### src/rtl/aaxi_fifo_bridge.sv
// Request FIFO bridge: queues slave requests toward a master port and returns one
// in-order response per request, bounding accepted-but-unanswered requests.
module aaxi_fifo_bridge #(
   parameter int ADDR_W    = 30,
   parameter int DATA_W    = 32,
   parameter int DEPTH     = 4,
   parameter int MAX_OUTST = 4,
   parameter int STRB_W    = DATA_W / 8,
   parameter int OUTST_W   = $clog2(MAX_OUTST + 1)
) (
   input  logic                clk,
   input  logic                rst_n,
   input  logic                s_avalid,
   output logic                s_aready,
   input  logic                s_awe,
   input  logic [ADDR_W-1:0]   s_aaddr,
   input  logic [DATA_W-1:0]   s_adata,
   input  logic [STRB_W-1:0]   s_astrb,
   output logic                s_bvalid,
   output logic [DATA_W-1:0]   s_bdata,
   output logic                m_avalid,
   input  logic                m_aready,
   output logic                m_awe,
   output logic [ADDR_W-1:0]   m_aaddr,
   output logic [DATA_W-1:0]   m_adata,
   output logic [STRB_W-1:0]   m_astrb,
   input  logic                m_bvalid,
   input  logic [DATA_W-1:0]   m_bdata,
   output logic [OUTST_W-1:0]  outst,
   output logic                err_stray
);

   localparam int PTR_W = $clog2(DEPTH);
   localparam int CNT_W = $clog2(DEPTH + 1);
   localparam int ENT_W = 1 + ADDR_W + DATA_W + STRB_W;

   logic [ENT_W-1:0]   mem_q [DEPTH];
   logic [PTR_W-1:0]   wptr_q, rptr_q;
   logic [CNT_W-1:0]   count_q;
   logic [OUTST_W-1:0] inflight_q;
   logic [OUTST_W-1:0] outst_q;
   logic               s_bvalid_q;
   logic [DATA_W-1:0]  s_bdata_q;
   logic               err_stray_q;

   logic push, pop, resp_ok, stray;

   assign s_aready = (count_q != CNT_W'(DEPTH)) && (outst_q < OUTST_W'(MAX_OUTST));
   assign m_avalid = (count_q != '0);
   assign push     = s_avalid && s_aready;
   assign pop      = m_avalid && m_aready;
   // A response is only legitimate while something is actually in flight downstream.
   assign resp_ok  = m_bvalid && (inflight_q != '0);
   assign stray    = m_bvalid && (inflight_q == '0);

   assign {m_awe, m_aaddr, m_adata, m_astrb} = mem_q[rptr_q];
   assign s_bvalid  = s_bvalid_q;
   assign s_bdata   = s_bdata_q;
   assign outst     = outst_q;
   assign err_stray = err_stray_q;

   always_ff @(posedge clk) begin
      if (push) mem_q[wptr_q] <= {s_awe, s_aaddr, s_adata, s_astrb};
   end

   always_ff @(posedge clk or negedge rst_n) begin
      if (!rst_n) begin
         wptr_q      <= '0;
         rptr_q      <= '0;
         count_q     <= '0;
         inflight_q  <= '0;
         outst_q     <= '0;
         s_bvalid_q  <= 1'b0;
         s_bdata_q   <= '0;
         err_stray_q <= 1'b0;
      end else begin
         if (push) wptr_q <= wptr_q + PTR_W'(1);
         if (pop)  rptr_q <= rptr_q + PTR_W'(1);

         case ({push, pop})
            2'b10:   count_q <= count_q + CNT_W'(1);
            2'b01:   count_q <= count_q - CNT_W'(1);
            default: count_q <= count_q;
         endcase

         case ({pop, resp_ok})
            2'b10:   inflight_q <= inflight_q + OUTST_W'(1);
            2'b01:   inflight_q <= inflight_q - OUTST_W'(1);
            default: inflight_q <= inflight_q;
         endcase

         case ({push, s_bvalid_q})
            2'b10:   outst_q <= outst_q + OUTST_W'(1);
            2'b01:   outst_q <= outst_q - OUTST_W'(1);
            default: outst_q <= outst_q;
         endcase

         s_bvalid_q <= resp_ok;
         if (resp_ok) s_bdata_q <= m_bdata;
         if (stray)   err_stray_q <= 1'b1;
      end
   end

endmodule

### config.mk
export PLATFORM = sky130hd
export DESIGN_NAME = aaxi_fifo_bridge
export DESIGN_NICKNAME = d
export VERILOG_FILES = /design/src/rtl/aaxi_fifo_bridge.sv
export SDC_FILE = /design/constraint.sdc
export NUM_CORES = 1
export LEC_CHECK = 0
export ABC_AREA = 1
export BUFFER_PORTS_ARGS = -buffer_cell sky130_fd_sc_hd__buf_2
export CAP_MARGIN = 20
export CORE_ASPECT_RATIO = 1.1
export CORE_MARGIN = 3
export CORE_UTILIZATION = 56
export DETAILED_ROUTE_END_ITERATION = 10
export PLACE_DENSITY = 0.89
export SLEW_MARGIN = 20
export SYNTH_ARGS = -nofsm -noshare
export SYNTH_HDL_FRONTEND = slang
export SYNTH_SLANG_ARGS = --single-unit
### constraint.sdc
create_clock -name clk -period 4.7 [get_ports clk]
set_input_delay 0 -clock clk [delete_from_list [all_inputs] [get_ports clk]]
set_output_delay 0 -clock clk [all_outputs]
set_load 0.05 [all_outputs]
Yosys cells after proc, flatten, opt, wreduce, memory -nomap -nowiden
Memory sizes are Yosys's and may differ from the RTL's.
Cells that the tools add are included.
{"block": "classes", "eq_ne": 7, "reduce_logical": 11, "mul": 0, "magnitude_cmp": 1, "addsub": 8, "div": 0, "n_shift": 0, "mux": 5, "n_bitwise": 0}
{"cell": "$pmux 3 s2", "count": 3}
{"cell": "$add 3x1->3 const B", "count": 3}
{"cell": "$sub 3x1->3 const B", "count": 3}
{"cell": "$eq 2x1->1 const B", "count": 3}
{"cell": "$eq 2x2->1 const B", "count": 3}
{"cell": "$reduce_bool 2->1", "count": 3}
{"cell": "$reduce_bool 3->1", "count": 2}
{"cell": "$logic_and 1x1->1", "count": 5}
{"cell": "$add 2x1->2 const B", "count": 2}
{"cell": "$logic_not 3->1", "count": 1}
{"cell": "$lt 3x3->1 const B", "count": 1}
{"cell": "$ne 3x3->1 const B", "count": 1}
{"cell": "$mux 1", "count": 2}
{"block": "word_totals", "mem_bits_ro": 0, "regBits": 47, "output_inout_bits": 106, "memories": 1, "ram_bits": 268, "latch_bits": 0, "wordCells": 41}
{"memory": "mem_q", "depth": 4, "width": 67, "rd": 1, "rd_clocked_by_memory_dff": 0, "write_ports": 1, "line_no": "37", "text": "logic [ENT_W-1:0] mem_q [DEPTH];"}

Depth between registers and ports, before layout
{"block": "depth", "ltp_word": 5, "ltp_mapped": 13}

Worst setup path before layout
No wires, ideal clock.
{"block": "synth_path", "kind": "reg2reg", "start": "reg outst_q[2] (netlist: outst[2])", "end": "mem mem_q[0][0] in the netlist's numbering (enable)", "arrival_time_ns": 3.822, "slack_ns": 0.385, "path_stages_with_launch": 4, "required_time_ns": 4.207, "cell_sequence": "dfrtp_1 inv_1 nand3_1 nor2_1"}
{"block": "synth_via", "elab_chain_len": 5}
{"item": "start, declared", "line_no": "41", "text": "logic [OUTST_W-1:0] outst_q;"}
{"item": "start signal, assigned", "line_no": "93", "text": "2'b10: outst_q <= outst_q + OUTST_W'(1);"}
{"item": "start signal, assigned", "line_no": "94", "text": "2'b01: outst_q <= outst_q - OUTST_W'(1);"}
{"item": "start signal, assigned", "line_no": "95", "text": "default: outst_q <= outst_q;"}
{"item": "$lt 3x3->1", "line_no": "48", "text": "assign s_aready = (count_q != CNT_W'(DEPTH)) && (outst_q < OUTST_W'(MAX_OUTST));"}
{"item": "$logic_and 1x1->1", "line_no": "48"}
{"item": "$logic_and 1x1->1", "line_no": "50", "text": "assign push = s_avalid && s_aready;"}
{"item": "$mux 1", "line_no": "63", "text": "if (push) mem_q[wptr_q] <= {s_awe, s_aaddr, s_adata, s_astrb};"}
{"item": "$mux 1 (implied by the code)", "line_no": "63"}
{"item": "end, declared", "line_no": "37"}
No other way between the ends.

Final worst setup path
{"block": "layout_path", "start": "reg rptr_q[0]", "end": "out m_astrb[3]"}
{"block": "layout_via", "elab_chain_len": 1}
{"item": "start, declared", "line_no": "38", "text": "logic [PTR_W-1:0] wptr_q, rptr_q;"}
{"item": "start signal, assigned", "line_no": "78", "text": "if (pop) rptr_q <= rptr_q + PTR_W'(1);"}
{"item": "$mem_v2 4x67"}
{"item": "end, declared", "line_no": "26", "text": "output logic [STRB_W-1:0] m_astrb,"}
No other way between the ends.

==> results.py <==
metrics = {
    "sta": {
        "skew_ns": 0.0144,
        "tightestPinTransition_ns": 1.00,
        "final.period_utilization_pct": 64.8,
        "setup_viol": 0,
        "hold_viol": 0,
        "fmax_ghz": 0.328,
        "rsz0062_at_grt": "false",
        "slew_headroom_pct": 33.2,
        "period_minus_slack_ns": 3.05,
        "setup_tns_ns": 0,
        "drv_slew": 0,
    },
    "power": {
        "power_density_mw_per_mm2": 708,
        "switching_share_pct": 45.7,
        "max-vdd-ir-drop_mv": 0.513,
        "clkPwrFrac_pct": 20.1,
        "p_sw_mw": 5.09,
        "p_seq_share_pct": 35.2,
        "p_leak_nw": 6.09,
        "intPower_mw": 6.03,
        "combPwrFrac_pct": 44.7,
        "power_mw": 11.1,
    },
    "clock_network": {
        "htree_levels": 1,
        "cts_root_buf": "clkbuf_16",
        "cts_buffer_depth": 3,
        "clk_pin_slew_ns": 0.06,
        "cts_tree": "built",
        "clock_sinks": 315,
        "clk_latency_ns": 0.54,
        "cts_setup_buffers": 0,
        "cts_buffers": 29,
    },
    "critical_path": {
        "critPathMaxFanout": 74,
        "worstSetupPathType": "flop to output pin",
        "start_kind": "flop",
        "worst_ep_arrival_time_ns": 3.05,
        "worstSetupEndpointType": "output pin",
        "required_ns": 4.70,
    },
    "placed_design": {
        "place_hpwl_um": 15200,
        "finalWeightedCongestion": 0.771,
        "numPortBuffers": 209,
    },
    "job": {
        "maxCapViolations": 0,
    },
    "routing": {
        "vias": 8806,
        "dr.pass1.iters": 5,
        "ant_nets": 0,
        "drt_iter0_drc": 669,
        "drc_errors": 0,
        "via_per_inst": 5.50,
        "wl_per_cell_um": 18.9,
        "finalWirelength_um": 30200,
    },
    "global_route": {
        "grt_overflow_total": 0,
        "grt_max_degree": 106,
        "grtUsageTotal_pct": 24.6,
        "grt_pass1_vias": 9038,
        "grt_pass1_wl_um": 46500,
        "grt_antenna_before_repair": 3,
    },
    "synthesis": {
        "netlist.area_leader.share_pct": 65.7,
        "ys.flop_type": "edfxtp_1",
        "yosys.area.top_type": "edfxtp_1",
        "ys_ff_latch": 315,
        "ys_seq_area_share_pct": 75.3,
        "synth_area_mm2": 0.0122,
        "synth_edf_count": 268,
        "syn_inst": 957,
        "synth_xor_area_share_pct": 0.215,
        "ys_top_cells_by_count": "edfxtp_1, nor2_1, o21ai_1, nand2_1, o21ai_0",
        "synth_top_family_by_area": "simple AND/OR/NAND/NOR gates",
        "yosys.area_share.simple_pct": 11.2,
        "postSynthAreaPerCell_um2": 12.8,
        "yosys_warnings": 0,
        "ys_types": 23,
        "synth_nets": 1071,
        "synth_compound_area_share_pct": 8.40,
        "synth_adder_area_share_pct": 1.21,
        "synthMostInstantiatedCell": "edfxtp_1",
        "synth.area.mux_share_pct": 0,
        "ys_top_cells_by_area": "edfxtp_1, dfrtp_1, nor2_1",
        "synthArstFlopShare_pct": 14.9,
    },
    "floorplanning": {
        "core_area_mm2": 0.0214,
        "num_rows": 56,
        "fp.dieH_um": 161,
        "io_pins": 210,
        "initial_core_util_pct": 57.1,
        "dieWidth_um": 147,
        "die_area_mm2": 0.0237,
    },
    "worst_hold_path": {
        "hp-class": "input port to flop",
    },
    "outcome": {
        "status": "finished clean",
    },
    "cells_and_area": {
        "drive_gt1_share_pct": 20.7,
        "fin_nets": 1401,
        "area_growth_pct": 28.3,
    },
}
## final timing paths
kind | slack, ns | cells past startpoint | startpoint | endpoint
min | 0.22 | 2 | s_aaddr[2] | mem_q[3][38]
max in group asynchronous | 3.71 | 4 | rst_n | rptr_q[0]
max reg2reg | 1.71 | 12 | inflight_q[1] | inflight_q[2]
min in group asynchronous | 0.49 | 3 | rst_n | s_bdata[25]
min reg2reg | 0.49 | 2 | s_bdata[29] | s_bdata[29]
max | 1.65 | 6 | rptr_q[0] | m_astrb[3]
## what timing repair did
action	4_1_cts	5_1_grt
endpoints found under the hold margin	352	14
gates resized for setup	0	0
hold buffers	132	1
## critical path: stages (launching register included)
cell	delay (ns)
dfrtp_4	0.89
buf_4	0.76
nor2_1	0.11
nor2_1	0.10
o21ai_0	0.10
o21ai_1	0.18
buf_2	0.32
## through the flow
| step | instance area, µm² | std cells | setup WS, ns | hold WS [ns] | util (%) |
|---|---|---|---|---|---|
| detailed placement | 13400 | 1412 | 1.95 | 0.215 | 62.6 |
| global placement | 13400 | 1412 | 2.04 | 0.209 | 62.6 |
| CTS | 15700 | 1597 | 1.66 | 0.192 | 73.1 |
| global route | 15700 | 1600 | 1.44 | 0.204 | 73.2 |
| floorplan | 12200 | 957 | 0.385 | -0.296 | - |
| finish | 15700 | 1600 | 1.65 | 0.225 | 73.2 |
## metal layers
layer | GRT usage, % | routed length, µm
met5 | 0 | 27
met4 | 7.92 | 951
met3 | 4.69 | 2510
met2 | 45.4 | 15800
met1 | 29.2 | 11000
## cells in the final DEF (no fill, tap or decap)
master,count
edfxtp_1,268
buf_2,209
nor2_1,202
dlygate4sd3_1,133
o21ai_1,126
nand2_1,94
o21ai_0,77
dfrtp_1,46
nand3_1,38
clkbuf_16,30
inv_1,22
ha_1,7
clkbuf_1,7
buf_4,7
nand4_1,5
clkinv_1,5
nor2_4,4
clkbuf_8,4
xnor2_1,3
fa_1,3
clkinv_2,3
buf_12,3
inv_4,2
diode_2,1
inv_2,1
nand3_2,1
nand2_2,1
a21oi_1,1
or2_2,1
o21bai_1,1
inv_6,1
bufinv_16,1
clkinv_4,1
clkinvlp_2,1
dfrtp_4,1
## registers in the layout, summed over array words and instances, names as in the netlist
name / count
s_bdata: 32
err_stray: 1
rptr_q: 2
s_bvalid: 1
wptr_q: 2
mem_q: 268
outst: 3
count_q: 3
inflight_q: 3
## logic make-up (layout without fill, tap and decap cells)
family,after synthesis,in the layout
fa+ha+maj,10,10
buf+inv,78,430
other cells,0,1
flops,315,315
xor+xnor,3,3
simple gates,346,346
compound gates,205,205
## final cells by class
type                    instances  area, µm²
diodes                          1       2.50
clock buffers                  41        832
clock inverters                12       86.3
fillers                      1298       5740
inverters                      25       98.8
multi-input cells             564       2600
flip-flops and latches        315       9230
well taps                     290        363
repair buffers                352       2490
## power groups by stage
| stage | Clock [mW] | Combinational, mW | Sequential [mW] |
|---|---|---|---|
| final | 2.24 | 4.97 | 3.92 |
| after global routing | 2.38 | 5.27 | 3.96 |
| after CTS | 2.26 | 4.88 | 3.90 |
| after detailed placement | 0 | 4.74 | 3.94 |
| after global placement | 0 | 4.63 | 3.93 |
| after floorplan | 0 | 3.34 | 4.31 |
No activity file was read; power rests on OpenSTA's default activity.
